<file path="src/rtl/opb_s2p_pkg.sv">
// Shared constants and types for the fabric-to-PPC OPB status/data register.
// Register offsets, STATUS bit layout and the bus FSM state encoding.
package opb_s2p_pkg;

  localparam logic [31:0] OFFS_DATA   = 32'h0000_0000;
  localparam logic [31:0] OFFS_STATUS = 32'h0000_0004;

  localparam int STATUS_NEW_BIT = 0;
  localparam int STATUS_OVR_LSB = 8;
  localparam int STATUS_OVR_W   = 8;

  localparam logic [STATUS_OVR_W-1:0] OVR_MAX = '1;

  typedef enum logic {
    IDLE = 1'b0,
    ACK  = 1'b1
  } state_t;

  function automatic logic [31:0] make_status(input logic [STATUS_OVR_W-1:0] ovr,
                                              input logic                    new_flag);
    logic [31:0] w;
    w = '0;
    w[STATUS_OVR_LSB +: STATUS_OVR_W] = ovr;
    w[STATUS_NEW_BIT]                 = new_flag;
    return w;
  endfunction

endpackage

</file>
<file path="src/rtl/opb_s2p_bus_fsm.sv">
// OPB slave decode + IDLE/ACK handshake; ack one cycle after select, so a transfer takes 2 cycles.
// No backpressure: a held select is re-sampled in IDLE, giving at most one ack every second cycle.
module opb_s2p_bus_fsm
  import opb_s2p_pkg::*;
#(
  parameter logic [31:0] BASEADDR = 32'hFFFF_FFFF,
  parameter logic [31:0] HIGHADDR = 32'h0000_0000
) (
  input  logic        clk,
  input  logic        rst,
  input  logic [31:0] abus,
  input  logic        rnw,
  input  logic        select,
  input  logic [31:0] data_word,
  input  logic [31:0] status_word,
  output logic [31:0] dbus,
  output logic        xfer_ack,
  output logic        rd_data_strobe,
  output logic        wr_status_strobe,
  output logic [31:0] offset
);

  state_t      state;
  state_t      state_nxt;
  logic        hit;
  logic [31:0] cur_off;
  logic [31:0] rd_mux;
  logic        rnw_q;
  logic [31:0] dbus_q;

  assign hit     = select && (abus >= BASEADDR) && (abus <= HIGHADDR);
  assign cur_off = (abus - BASEADDR) & ~32'h3;

  always_comb begin
    rd_mux = '0;
    if (cur_off == OFFS_DATA) begin
      rd_mux = data_word;
    end else if (cur_off == OFFS_STATUS) begin
      rd_mux = status_word;
    end
  end

  always_ff @(posedge clk or posedge rst) begin
    if (rst) begin
      state <= IDLE;
    end else begin
      state <= state_nxt;
    end
  end

  always_comb begin
    state_nxt = state;
    case (state)
      IDLE:    if (hit) state_nxt = ACK;
      ACK:     state_nxt = IDLE;
      default: state_nxt = IDLE;
    endcase
  end

  // Side-effect strobes fire in the ack cycle so they land at its closing edge.
  always_comb begin
    xfer_ack         = (state == ACK);
    rd_data_strobe   = xfer_ack && rnw_q && (offset == OFFS_DATA);
    wr_status_strobe = xfer_ack && !rnw_q && (offset == OFFS_STATUS);
    dbus             = xfer_ack ? dbus_q : '0;
  end

  always_ff @(posedge clk or posedge rst) begin
    if (rst) begin
      offset <= '0;
      rnw_q  <= 1'b1;
      dbus_q <= '0;
    end else if (state == IDLE) begin
      dbus_q <= (hit && rnw) ? rd_mux : '0;
      if (hit) begin
        offset <= cur_off;
        rnw_q  <= rnw;
      end
    end
  end

endmodule

</file>
<file path="src/rtl/opb_register_simulink2ppc.sv">
// Read-only OPB register returning a user-logic word to the PPC, with NEW flag and saturating overrun count.
// Capture lands one edge after user_data_valid; the bus side never stalls user logic.
module opb_register_simulink2ppc
  import opb_s2p_pkg::*;
#(
  parameter logic [31:0] C_BASEADDR   = 32'hFFFF_FFFF,
  parameter logic [31:0] C_HIGHADDR   = 32'h0000_0000,
  parameter int          C_OPB_AWIDTH = 32,
  parameter int          C_OPB_DWIDTH = 32,
  parameter string       C_FAMILY     = "virtex5"
) (
  input  logic                    OPB_Clk,
  input  logic                    OPB_Rst,
  input  logic [0:C_OPB_AWIDTH-1] OPB_ABus,
  input  logic [0:3]              OPB_BE,
  input  logic [0:C_OPB_DWIDTH-1] OPB_DBus,
  input  logic                    OPB_RNW,
  input  logic                    OPB_select,
  input  logic                    OPB_seqAddr,
  output logic [0:C_OPB_DWIDTH-1] Sl_DBus,
  output logic                    Sl_xferAck,
  output logic                    Sl_errAck,
  output logic                    Sl_retry,
  output logic                    Sl_toutSup,
  input  logic [31:0]             user_data_in,
  input  logic                    user_data_valid,
  output logic                    user_data_pending
);

  localparam string family_unused = C_FAMILY;

  logic [31:0]             data_q;
  logic                    new_q;
  logic [STATUS_OVR_W-1:0] ovr_q;
  logic [31:0]             abus;
  logic [31:0]             dbus;
  logic [31:0]             status_word;
  logic                    xfer_ack;
  logic                    rd_data_strobe;
  logic                    wr_status_strobe;
  logic [31:0]             unused_offset;
  logic                    unused_inputs;

  // Big-endian bus numbering keeps the same numeric value, so plain assignment converts it.
  assign abus          = OPB_ABus;
  assign unused_inputs = ^{OPB_BE, OPB_DBus, OPB_seqAddr};
  assign status_word   = make_status(ovr_q, new_q);

  opb_s2p_bus_fsm #(
    .BASEADDR (C_BASEADDR),
    .HIGHADDR (C_HIGHADDR)
  ) u_bus_fsm (
    .clk              (OPB_Clk),
    .rst              (OPB_Rst),
    .abus             (abus),
    .rnw              (OPB_RNW),
    .select           (OPB_select),
    .data_word        (data_q),
    .status_word      (status_word),
    .dbus             (dbus),
    .xfer_ack         (xfer_ack),
    .rd_data_strobe   (rd_data_strobe),
    .wr_status_strobe (wr_status_strobe),
    .offset           (unused_offset)
  );

  // A capture on the read's ack edge beats the clear, so the fresh word stays flagged.
  always_ff @(posedge OPB_Clk or posedge OPB_Rst) begin
    if (OPB_Rst) begin
      data_q <= '0;
      new_q  <= 1'b0;
    end else if (user_data_valid) begin
      data_q <= user_data_in;
      new_q  <= 1'b1;
    end else if (rd_data_strobe) begin
      new_q <= 1'b0;
    end
  end

  always_ff @(posedge OPB_Clk or posedge OPB_Rst) begin
    if (OPB_Rst) begin
      ovr_q <= '0;
    end else if (wr_status_strobe) begin
      ovr_q <= '0;
    end else if (user_data_valid && new_q && (ovr_q != OVR_MAX)) begin
      ovr_q <= ovr_q + 1'b1;
    end
  end

  assign Sl_DBus           = dbus;
  assign Sl_xferAck        = xfer_ack;
  assign Sl_errAck         = 1'b0;
  assign Sl_retry          = 1'b0;
  assign Sl_toutSup        = 1'b0;
  assign user_data_pending = new_q;

endmodule

</file>
<file path="config.mk">
export PLATFORM = sky130hd
export DESIGN_NAME = opb_register_simulink2ppc
export DESIGN_NICKNAME = d
export VERILOG_FILES = /design/src/rtl/opb_s2p_pkg.sv /design/src/rtl/opb_s2p_bus_fsm.sv /design/src/rtl/opb_register_simulink2ppc.sv
export SDC_FILE = /design/constraint.sdc
export NUM_CORES = 1
export LEC_CHECK = 0
export CORE_MARGIN = 2
export CORE_UTILIZATION = 30
export CTS_CLUSTER_DIAMETER = 50
export CTS_CLUSTER_SIZE = 12
export DETAILED_ROUTE_END_ITERATION = 7
export GPL_TIMING_DRIVEN = 0
export PLACE_DENSITY_LB_ADDON = 0.25
export SETUP_SLACK_MARGIN = 0.1
export SYNTH_ARGS = -nofsm -noshare
export SYNTH_HDL_FRONTEND = slang
export SYNTH_SLANG_ARGS = --single-unit
</file>
<file path="constraint.sdc">
create_clock -name OPB_Clk -period 5.02 [get_ports OPB_Clk]
set_input_delay 0.753 -clock OPB_Clk [delete_from_list [all_inputs] [get_ports OPB_Clk]]
set_output_delay 0.753 -clock OPB_Clk [all_outputs]
set_load 0.01 [all_outputs]
</file>
# Word-level counts from Yosys, hierarchy flattened
# Index checks and enable logic that the tools add are counted.
# Widths: inputs -> output; s select.
dict set report word_totals {
  register_bits 105
  latchBits 0
  ramBits 0
  mem_bits_ro 0
  in_bits 106
  output_inout_bits 37
  elab_cells 40
  memories 0
}
dict set report classes {
  add_sub_neg 2
  n_mul 0
  div_mod_pow 0
  order_cmp 2
  eq_ne 3
  n_shift 0
  muxes 10
  bitwise_logic 1
  n_reduce_logical 15
}
# op count
set ops {}
lappend ops {{$mux 32} 3}
lappend ops {{$logic_not 32->1} 2}
lappend ops {{$eq 30x1->1 const B} 2}
lappend ops {{$ge 32x32->1 const B} 1}
lappend ops {{$le 32x1->1 const B} 1}
lappend ops {{$sub 32x32->32 const B} 1}
lappend ops {{$mux 16} 1}
lappend ops {{$mux 8} 2}
lappend ops {{$logic_and 1x1->1} 9}
lappend ops {{$add 8x1->8 const B} 1}
lappend ops {{$ne 8x8->1 const B} 1}
lappend ops {{$reduce_bool 2->1} 2}
lappend ops {{$mux 1} 3}
lappend ops {{$pmux 1 s2} 1}
lappend ops {{$reduce_and 2->1} 1}
lappend ops {{$logic_not 1->1} 1}
lappend ops {{$not 1->1} 1}

# Logic depth before layout (Yosys ltp)
# Gate-level depths: netlist of the first run.
dict set report logic_depth {
  ltp_word 5
  ltp_mapped 4
  ltp_nobuf 4
}

# By module
# Synthesis of the first run repeated with hierarchy kept, for this count alone.
dict set report unflattened {
  cells_unflattened 307
  area_unflattened_um2 4033.9
}
# module n_inst cells_per_inst area_per_inst_um2 seq_area_each_um2
set by_module_without_submodules {}
lappend by_module_without_submodules {opb_s2p_bus_fsm 1 183 2284.7 1602.8}
lappend by_module_without_submodules {opb_register_simulink2ppc 1 124 1749.2 1026.0}

# Worst setup path before layout of the first run
# OpenSTA, ideal clock, no wires.
dict set report synth_timing {
  path_type {flip-flop to output port}
  start {reg u_bus_fsm.state, in the netlist u_bus_fsm.xfer_ack}
  end {out Sl_DBus[0] (netlist name)}
  arrival_time_ns 1.019
  t_required_ns 4.267
  setup_slack_ns 3.248
  path_stages_with_launch 4
  n_path_buf 2
  cell_sequence {dfrtp_1 > clkbuf_1 > clkbuf_1 > and2_1}
}
dict set report synth_via {
  elab_chain_len 1
}
# element line_no
set synth_lines {}
lappend synth_lines {{start, declared} opb_s2p_bus_fsm.sv:23} ;# state_t state;
lappend synth_lines {{start signal, assigned} opb_s2p_bus_fsm.sv:47} ;# state <= state_nxt;
lappend synth_lines {{$mux 32} opb_s2p_bus_fsm.sv:65} ;# dbus = xfer_ack ? dbus_q : '0;
lappend synth_lines {{end, declared} opb_register_simulink2ppc.sv:20} ;# output logic [0:C_OPB_DWIDTH-1] Sl_DBus,
# No other way between the ends.

# Final worst setup path of the first run
dict set report layout_timing {
  start {reg u_bus_fsm.state, in the netlist u_bus_fsm.xfer_ack}
  end {out Sl_DBus[23] (netlist name)}
}
# The elaborated chain is that of the path after synthesis.

==> results of run 1 <==
-- power by group through the flow --
stage / clock network, W / registers [W] / logic (W)
2_1_floorplan: 0 / 0.000534 / 0.0000179
3_3_place_gp: 0 / 0.000534 / 0.0000258
3_5_place_dp: 0 / 0.000534 / 0.0000281
6_report: 0.000498 / 0.000525 / 0.0000264
5_1_grt: 0.000534 / 0.000524 / 0.0000312
4_1_cts: 0.000512 / 0.000524 / 0.0000283
-- kinds of logic (layout without fill, tap and decap cells) --
logic type / Yosys count / after routing
compound gates: 1 / 1
simple gates: 75 / 75
flops: 65 / 65
other cells: 1 / 4
buf+inv: 44 / 95
-- layout by cell type (no fill, tap or decap) --
cell type / netlist / routed
sky130_fd_sc_hd__dlygate4sd3_1: 1 / 1
sky130_fd_sc_hd__and2_1: 64 / 64
sky130_fd_sc_hd__conb_1: 1 / 4
sky130_fd_sc_hd__buf_4: 3 / 3
sky130_fd_sc_hd__a21o_1: 1 / 1
sky130_fd_sc_hd__dlygate4sd1_1: 1 / 1
sky130_fd_sc_hd__buf_12: 0 / 1
sky130_fd_sc_hd__clkdlybuf4s50_1: 0 / 35
sky130_fd_sc_hd__nor2_1: 1 / 1
sky130_fd_sc_hd__or4b_1: 1 / 1
sky130_fd_sc_hd__nor4_1: 5 / 5
sky130_fd_sc_hd__buf_2: 1 / 1
sky130_fd_sc_hd__bufinv_16: 0 / 2
sky130_fd_sc_hd__nand4_1: 2 / 2
sky130_fd_sc_hd__inv_2: 0 / 1
sky130_fd_sc_hd__dfstp_2: 1 / 1
sky130_fd_sc_hd__dfrtp_1: 64 / 64
sky130_fd_sc_hd__clkbuf_1: 35 / 36
sky130_fd_sc_hd__clkbuf_8: 2 / 14
sky130_fd_sc_hd__nor4b_2: 1 / 1
sky130_fd_sc_hd__nor4_2: 1 / 1
-- per-layer routing --
| metal | global-route usage, % | vias to the layer above |
|---|---|---|
| li1 | - | 637 |
| met1 | 11.9 | 653 |
| met2 | 14.0 | 33 |
| met3 | 2.88 | 8 |
| met4 | 5.97 | 0 |
| met5 | 0 | - |
-- area by class of cell --
| cell class | count | area, um^2 | area share (%) |
|---|---|---|---|
| Timing Repair Buffer | 36 | 370 | 12.1 |
| Sequential cell | 65 | 1630 | 53.0 |
| Multi-Input combinational cell | 80 | 508 | 16.5 |
| Tap cell | 102 | 128 | 4.15 |
| Clock inverter | 2 | 60.1 | 1.96 |
| Inverter | 1 | 3.75 | 0.122 |
| Buffer | 43 | 205 | 6.68 |
| Clock buffer | 13 | 169 | 5.50 |
-- worst max-delay path by stage --
stage | depth (start not counted) | startpoint | end | slack, ns
floorplan | 1 | OPB_Rst | u_bus_fsm.dbus_q[0] | 2.64
global placement | 2 | OPB_Rst | u_bus_fsm.dbus_q[11] | 1.54
detailed placement | 4 | u_bus_fsm.xfer_ack | Sl_DBus[7] | 2.46
CTS | 4 | u_bus_fsm.xfer_ack | Sl_DBus[7] | 2.09
global route | 4 | u_bus_fsm.xfer_ack | Sl_DBus[7] | 1.98
finish | 4 | u_bus_fsm.xfer_ack | Sl_DBus[23] | 2.18
-- critical path, cell delays in order (launching register included) --
cell and delay [ns]:
sky130_fd_sc_hd__dfrtp_1 0.38, sky130_fd_sc_hd__clkbuf_1 0.34, sky130_fd_sc_hd__clkbuf_1 0.32, sky130_fd_sc_hd__and2_1 0.19, sky130_fd_sc_hd__clkdlybuf4s50_1 0.53
-- per-stage QoR --
stage / hold WS (ns) / cells
floorplan: 0.421 / 189
global placement: 0.430 / 326
detailed placement: 0.439 / 327
CTS: 0.447 / 342
global route: 0.449 / 342
finish: 0.442 / 342
-- state kept, by name, indices dropped and copies added (netlist names) --
signal              cells
u_bus_fsm.xfer_ack      1
u_bus_fsm.dbus_q       32
user_data_pending       1
u_bus_fsm.offset       30
u_bus_fsm.rnw_q         1
==> reports/qor.log, run 1 <==
[outcome] run status finished clean
[power] share of total power in combinational logic 2.5%
[logic_synthesis] post-synth cell types 18
[clock_tree] Post-CTS Hold Fix Bufs 0
[clock_tree] CTS tree done
[timing] Slew HR 52.2%
[placed_design] Port-buffer cells 35
[min_path] Hold Crit Depth 1
[power] PD cells 341 mW/mm^2
[final_layout] Fillers 742
[logic_synthesis] leading post-synthesis cells by instance count sky130_fd_sc_hd__and2_1, sky130_fd_sc_hd__dfrtp_1, sky130_fd_sc_hd__clkbuf_1
[logic_synthesis] area fraction in compound gates after synthesis 0.322%
[floorplanning] Core Area 0.00765 mm^2
[logic_synthesis] post-synthesis register bit count 65
[logic_synthesis] multiplexer share of the synthesized area 0%
[clock_tree] Post-CTS Repair Setup Buffers 0
[power] Net Sw Frac 18.9%
[critical_path] Req. time, crit path 4.27 ns
[logic_synthesis] synthesized-area fraction occupied by adder cells 0%
[clock_tree] number of H-tree branching levels 3
[critical_path] worst reg2reg endpoint user_data_pending
[power] total net switching power 0.000199 W
[routing] routed len/inst 10.1 um
[logic_synthesis] sequential fraction of the synthesis area 69.8%
[floorplanning] initial standard-cell utilization of the core 30.5%
[run] Max-cap violations 0
[timing] post-route setup slack 2.18 ns
[timing] time the final worst path needs with I/O delays and setup 2.84 ns
[critical_path] R2R Setup Slk 3.34 ns
[min_path] worst hold path type reg -> reg
[critical_path] worst flop-to-flop path startpoint u_bus_fsm.offset[14]
[final_layout] number of diodes added for antenna fixing 0
[logic_synthesis] Post-Syn Instances 186
[logic_synthesis] main combinational cell family by area after synthesis simple AND/OR/NAND/NOR gates
[floorplanning] Cell Rows 32
[power] proportion of power drawn by the clock network 47.5%
[power] total power consumption of the routed design 0.00105 W
[grt] largest net degree at the start of global routing 35
[grt] global route total overflow 0
[final_layout] final standard cell area without fillers 0.00307 mm^2
[critical_path] largest fanout on the critical path 10
[grt] vias in the first global route 1,378
[clock_tree] # resized after CTS 0
[routing] detailed-route wire length on metal 1 1730 um
[routing] routed vias 1,331
[placed_design] half-perimeter wire length of the detailed placement result 2370 um
[logic_synthesis] post-synthesis async set-or-reset flop share 100%
[power] Leak 1.48 nW
[timing] actual transition at the worst max-transition pin 0.716 ns
[final_layout] signed area change from the synthesized netlist to the final layout 31.6%
[routing] Initial DRC Count 54
[logic_synthesis] synth warn 0
[power] worst-case vdd ir drop 125 uV
[routing] drt total wl 3450 um
[clock_tree] clock insertion delay at the later pin of the skew report 0.33 ns
[timing] final setup skew 0.00331 ns
[timing] f_max 0.353 GHz
[critical_path] Critical Path AT 2.08 ns
[logic_synthesis] mapped cell area 0.00233 mm^2
[final_layout] utilization after layout 40.2%
[logic_synthesis] average cell area after synthesis 12.5 um^2
[timing] Setup Viol. Count Final 0
[grt] total routing usage reported by global routing 9.40%
[clock_tree] clock tree root buffer cell sky130_fd_sc_hd__clkbuf_8
[placed_design] weighted congestion reported at the end of routability-driven placement 0.647
[critical_path] critical setup path kind reg -> out
[critical_path] worst reg2reg path depth 4
[timing] number of failing hold endpoints at the final stage 0
[min_path] hold-critical path endpoint u_bus_fsm.rnw_q
[timing] Final Slew Violations 0
[placed_design] area after detailed placement 0.00284 mm^2
[clock_tree] clock transition at the register clock pins on the worst setup and hold paths after CTS 0.06 ns
[logic_synthesis] share of synthesized cell area in and, or, nand and nor gates 20.8%
[floorplanning] height of the chip 92.2 um
[final_layout] layout cell share with drive strength beyond 1 10.4%
[min_path] startpoint of the most critical hold path u_bus_fsm.rnw_q
[power] power share of the sequential group 50.0%
[logic_synthesis] cell accounting for the most synthesized area sky130_fd_sc_hd__dfrtp_1
[clock_tree] buffer levels on the longest clock path 2
[logic_synthesis] ranking of synthesized cells by area sky130_fd_sc_hd__dfrtp_1, sky130_fd_sc_hd__and2_1, sky130_fd_sc_hd__clkbuf_1
[logic_synthesis] post-synthesis share of cell area spent on xor and xnor gates 0%
[clock_tree] number of sinks driven by the clock tree 65
[floorplanning] Total Die Area 0.00850 mm^2
[logic_synthesis] area share of the leading cell type in the synthesized netlist 68.6%
[floorplanning] io pins 143
[routing] Detail Route met3 WL 200 um
[routing] total length of routed met2 wires 1440 um
[critical_path] kind of end point of the critical path output pin
[routing] final antenna-violating net count 0
[timing] share of the clock period used by the worst path after layout 56.5%
[logic_synthesis] top flip-flop cell by instance count after synthesis sky130_fd_sc_hd__dfrtp_1
[routing] highest metal layer with signal wires met4
[placed_design] worst slack after detailed placement 2.46 ns
[grt] antenna violations before repair 0
[routing] router iterations before antenna repair 2
[grt] global-route wire length before repair 6150 um
[routing] post-route DRC violation count 0
[timing] unrepaired setup endpoints after global routing no
[clock_tree] number of clock buffers inserted by TritonCTS 9
[timing] setup_tns 0 ns
[final_layout] nets 342
[power] Power Internal 0.000850 W
[critical_path] crit start category flop
[logic_synthesis] count of flip-flops with a built-in enable after synthesis 0
[floorplanning] floorplan die width 92.2 um
[routing] post-detailed-route via-to-cell ratio 3.89
No activity file was read; power rests on OpenSTA's default activity.
==> run 2, diff against run 1 <==
==> constraint.sdc (replaced) <==
create_clock -name OPB_Clk -period 2.45 [get_ports OPB_Clk]
set_input_delay 0.3675 -clock OPB_Clk [delete_from_list [all_inputs] [get_ports OPB_Clk]]
set_output_delay 0.3675 -clock OPB_Clk [all_outputs]
set_load 0.01 [all_outputs]
==> reports/qor.log, run 2 (same netlist as run 1, synthesis figures left out) <==
[grt] antenna violations before repair 0 [unchanged]
[placed_design] weighted congestion reported at the end of routability-driven placement 0.647 [unchanged]
[timing] Setup Viol. Count Final 0 [unchanged]
[clock_tree] number of clock buffers inserted by TritonCTS 9 [unchanged]
[final_layout] signed area change from the synthesized netlist to the final layout 31.9% [was 31.6%]
[clock_tree] clock transition at the register clock pins on the worst setup and hold paths after CTS 0.06 ns [about the same]
[critical_path] critical setup path kind reg -> out [unchanged]
[routing] routed vias 1,330 [was 1,331]
[clock_tree] buffer levels on the longest clock path 2 [unchanged]
[clock_tree] number of sinks driven by the clock tree 65 [unchanged]
[power] total net switching power 0.000407 W [was 0.000199 W]
[placed_design] area after detailed placement 0.00284 mm^2 [unchanged]
[floorplanning] Cell Rows 32 [unchanged]
[final_layout] layout cell share with drive strength beyond 1 12.5% [was 10.4%]
[clock_tree] Post-CTS Repair Setup Buffers 0 [unchanged]
[clock_tree] Post-CTS Hold Fix Bufs 0 [unchanged]
[timing] Final Slew Violations 0 [unchanged]
[final_layout] leading cell types in the layout, fill and taps excluded sky130_fd_sc_hd__and2_1, sky130_fd_sc_hd__dfrtp_1, sky130_fd_sc_hd__clkdlybuf4s50_1, sky130_fd_sc_hd__clkbuf_1, sky130_fd_sc_hd__clkbuf_8 [was sky130_fd_sc_hd__and2_1, sky130_fd_sc_hd__dfrtp_1, sky130_fd_sc_hd__clkbuf_1, sky130_fd_sc_hd__clkdlybuf4s50_1, sky130_fd_sc_hd__clkbuf_8]
[timing] unrepaired setup endpoints after global routing no [unchanged]
[clock_tree] CTS tree done [unchanged]
[floorplanning] height of the chip 92.2 um [unchanged]
[outcome] run status finished clean [unchanged]
[power] proportion of power drawn by the clock network 47.4% [was 47.5%]
[timing] time the final worst path needs with I/O delays and setup 2.20 ns
[final_layout] number of diodes added for antenna fixing 0 [unchanged]
[timing] Slew HR 52.4% [was 52.2%]
[final_layout] largest register by flop count u_bus_fsm.dbus_q [unchanged]
[power] share of total power in combinational logic 2.6% [was 2.5%]
[grt] global-route wire length before repair 6150 um [unchanged]
[power] worst-case vdd ir drop 256 uV [was 125 uV]
[timing] number of failing hold endpoints at the final stage 0 [unchanged]
[floorplanning] Core Area 0.00765 mm^2 [unchanged]
[grt] vias in the first global route 1,378 [unchanged]
[routing] final antenna-violating net count 0 [unchanged]
[clock_tree] clock tree root buffer cell sky130_fd_sc_hd__clkbuf_8 [unchanged]
[power] PD cells 699 mW/mm^2 [was 341 mW/mm^2]
[grt] global route total overflow 0 [unchanged]
[floorplanning] initial standard-cell utilization of the core 30.5% [unchanged]
[placed_design] half-perimeter wire length of the detailed placement result 2370 um [unchanged]
[timing] post-route setup slack 0.247 ns [was 2.18 ns]
[routing] post-detailed-route via-to-cell ratio 3.89 [about the same]
[floorplanning] floorplan die width 92.2 um [unchanged]
[routing] drt total wl 3440 um [was 3450 um]
[power] Leak 1.49 nW [was 1.48 nW]
[timing] f_max 0.454 GHz
[floorplanning] io pins 143 [unchanged]
[final_layout] nets 342 [unchanged]
[final_layout] utilization after layout 40.2% [about the same]
[clock_tree] number of H-tree branching levels 3 [unchanged]
[clock_tree] clock insertion delay at the later pin of the skew report 0.33 ns [about the same]
[routing] router iterations before antenna repair 3 [was 2]
[timing] actual transition at the worst max-transition pin 0.712 ns [was 0.716 ns]
[final_layout] largest registers u_bus_fsm.dbus_q x32, u_bus_fsm.offset x30 [unchanged]
[routing] post-route DRC violation count 0 [unchanged]
[critical_path] kind of end point of the critical path output pin [unchanged]
[routing] Initial DRC Count 56 [was 54]
[timing] setup_tns 0 ns [unchanged]
[critical_path] Critical Path AT 1.84 ns [was 2.08 ns]
[critical_path] crit start category flop [unchanged]
[final_layout] final standard cell area without fillers 0.00308 mm^2 [was 0.00307 mm^2]
[critical_path] largest fanout on the critical path 10 [unchanged]
[placed_design] worst slack after detailed placement 0.271 ns [was 2.46 ns]
[power] Power Internal 0.00174 W [was 0.000850 W]
[placed_design] placed instance count 327 [unchanged]
[run] Max-cap violations 0 [unchanged]
[power] Net Sw Frac 18.9% [about the same]
[final_layout] max FFs per register 32 [unchanged]
[min_path] worst hold path type in -> reg [was reg -> reg]
[routing] routed len/inst 10.1 um [about the same]
[final_layout] number of cells in the finished layout apart from fillers 342 [unchanged]
[placed_design] Port-buffer cells 35 [unchanged]
[timing] share of the clock period used by the worst path after layout 89.9%
[power] power share of the sequential group 50.0% [about the same]
[critical_path] Req. time, crit path 2.08 ns [was 4.27 ns]
[grt] total routing usage reported by global routing 9.40% [unchanged]
[grt] largest net degree at the start of global routing 35 [unchanged]
[floorplanning] Total Die Area 0.00850 mm^2 [unchanged]
[timing] final setup skew 0.00392 ns [was 0.00331 ns]
## run 2: cell types whose count changed in the layout (fill, tap and decap cells not counted), sizes merged
cell and change:
buf +1, clkbuf -1
## run 2: per-stage QoR
stage / power [W] / hold WS [ns]
3_5_place_dp: 0.00115 / 0.439
6_report: 0.00215 / 0.329
5_1_grt: 0.00223 / 0.326
4_1_cts: 0.00218 / 0.320
3_3_place_gp: 0.00115 / 0.430
2_1_floorplan: 0.00113 / 0.421
## run 2: final timing paths
check	cells after the start	to	slack [ns]	from
worst max-delay path	4	Sl_DBus[23]	0.25	u_bus_fsm.xfer_ack
worst min-delay path	3	user_data_pending	0.33	user_data_valid
worst max register to register	4	user_data_pending	0.77	u_bus_fsm.offset[14]
worst min register to register	1	u_bus_fsm.rnw_q	0.44	u_bus_fsm.rnw_q
max in group asynchronous	3	u_bus_fsm.dbus_q[13]	1.36	OPB_Rst
min in group asynchronous	2	u_bus_fsm.dbus_q[26]	0.48	OPB_Rst
## run 2: timing repair
item	4_1_cts	5_1_grt
resized for setup	3	5
endpoints found under the setup margin	31	14
gates cloned	0	0
pin swaps	0	0
## run 2: layer usage
metal	share of wire, %	vias up	global-route usage, %	routed length (um)
li1	-	638	-	-
met2	41	33	14.0	1420
met5	0	-	0	0
met4	2.5	0	5.97	86
met3	5.8	8	2.88	200
met1	51	651	11.9	1740
## run 2: power groups by stage
stage | combinational, W | clock [W] | sequential (W)
final | 0.0000551 | 0.00102 | 0.00108
after global routing | 0.0000649 | 0.00109 | 0.00107
after CTS | 0.0000586 | 0.00105 | 0.00107
after detailed placement | 0.0000576 | 0 | 0.00109
after global placement | 0.0000528 | 0 | 0.00110
after floorplan | 0.0000367 | 0 | 0.00110
## run 2: worst max-delay path: stages (launching register included)
cell                              delay (ns)
sky130_fd_sc_hd__dfrtp_1                0.39
sky130_fd_sc_hd__buf_2                  0.22
sky130_fd_sc_hd__clkbuf_2               0.22
sky130_fd_sc_hd__and2_1                 0.15
sky130_fd_sc_hd__clkdlybuf4s50_1        0.53
## run 2: cell type report
cell class              instances  area, um^2
well taps                     102         128
repair buffers                 36         370
clock buffers                  13         169
fillers                       742        4570
clock inverters                 2        60.1
flip-flops and latches         65        1630
plain buffers                  43         211
inverters                       1        3.75
multi-input cells              80         508
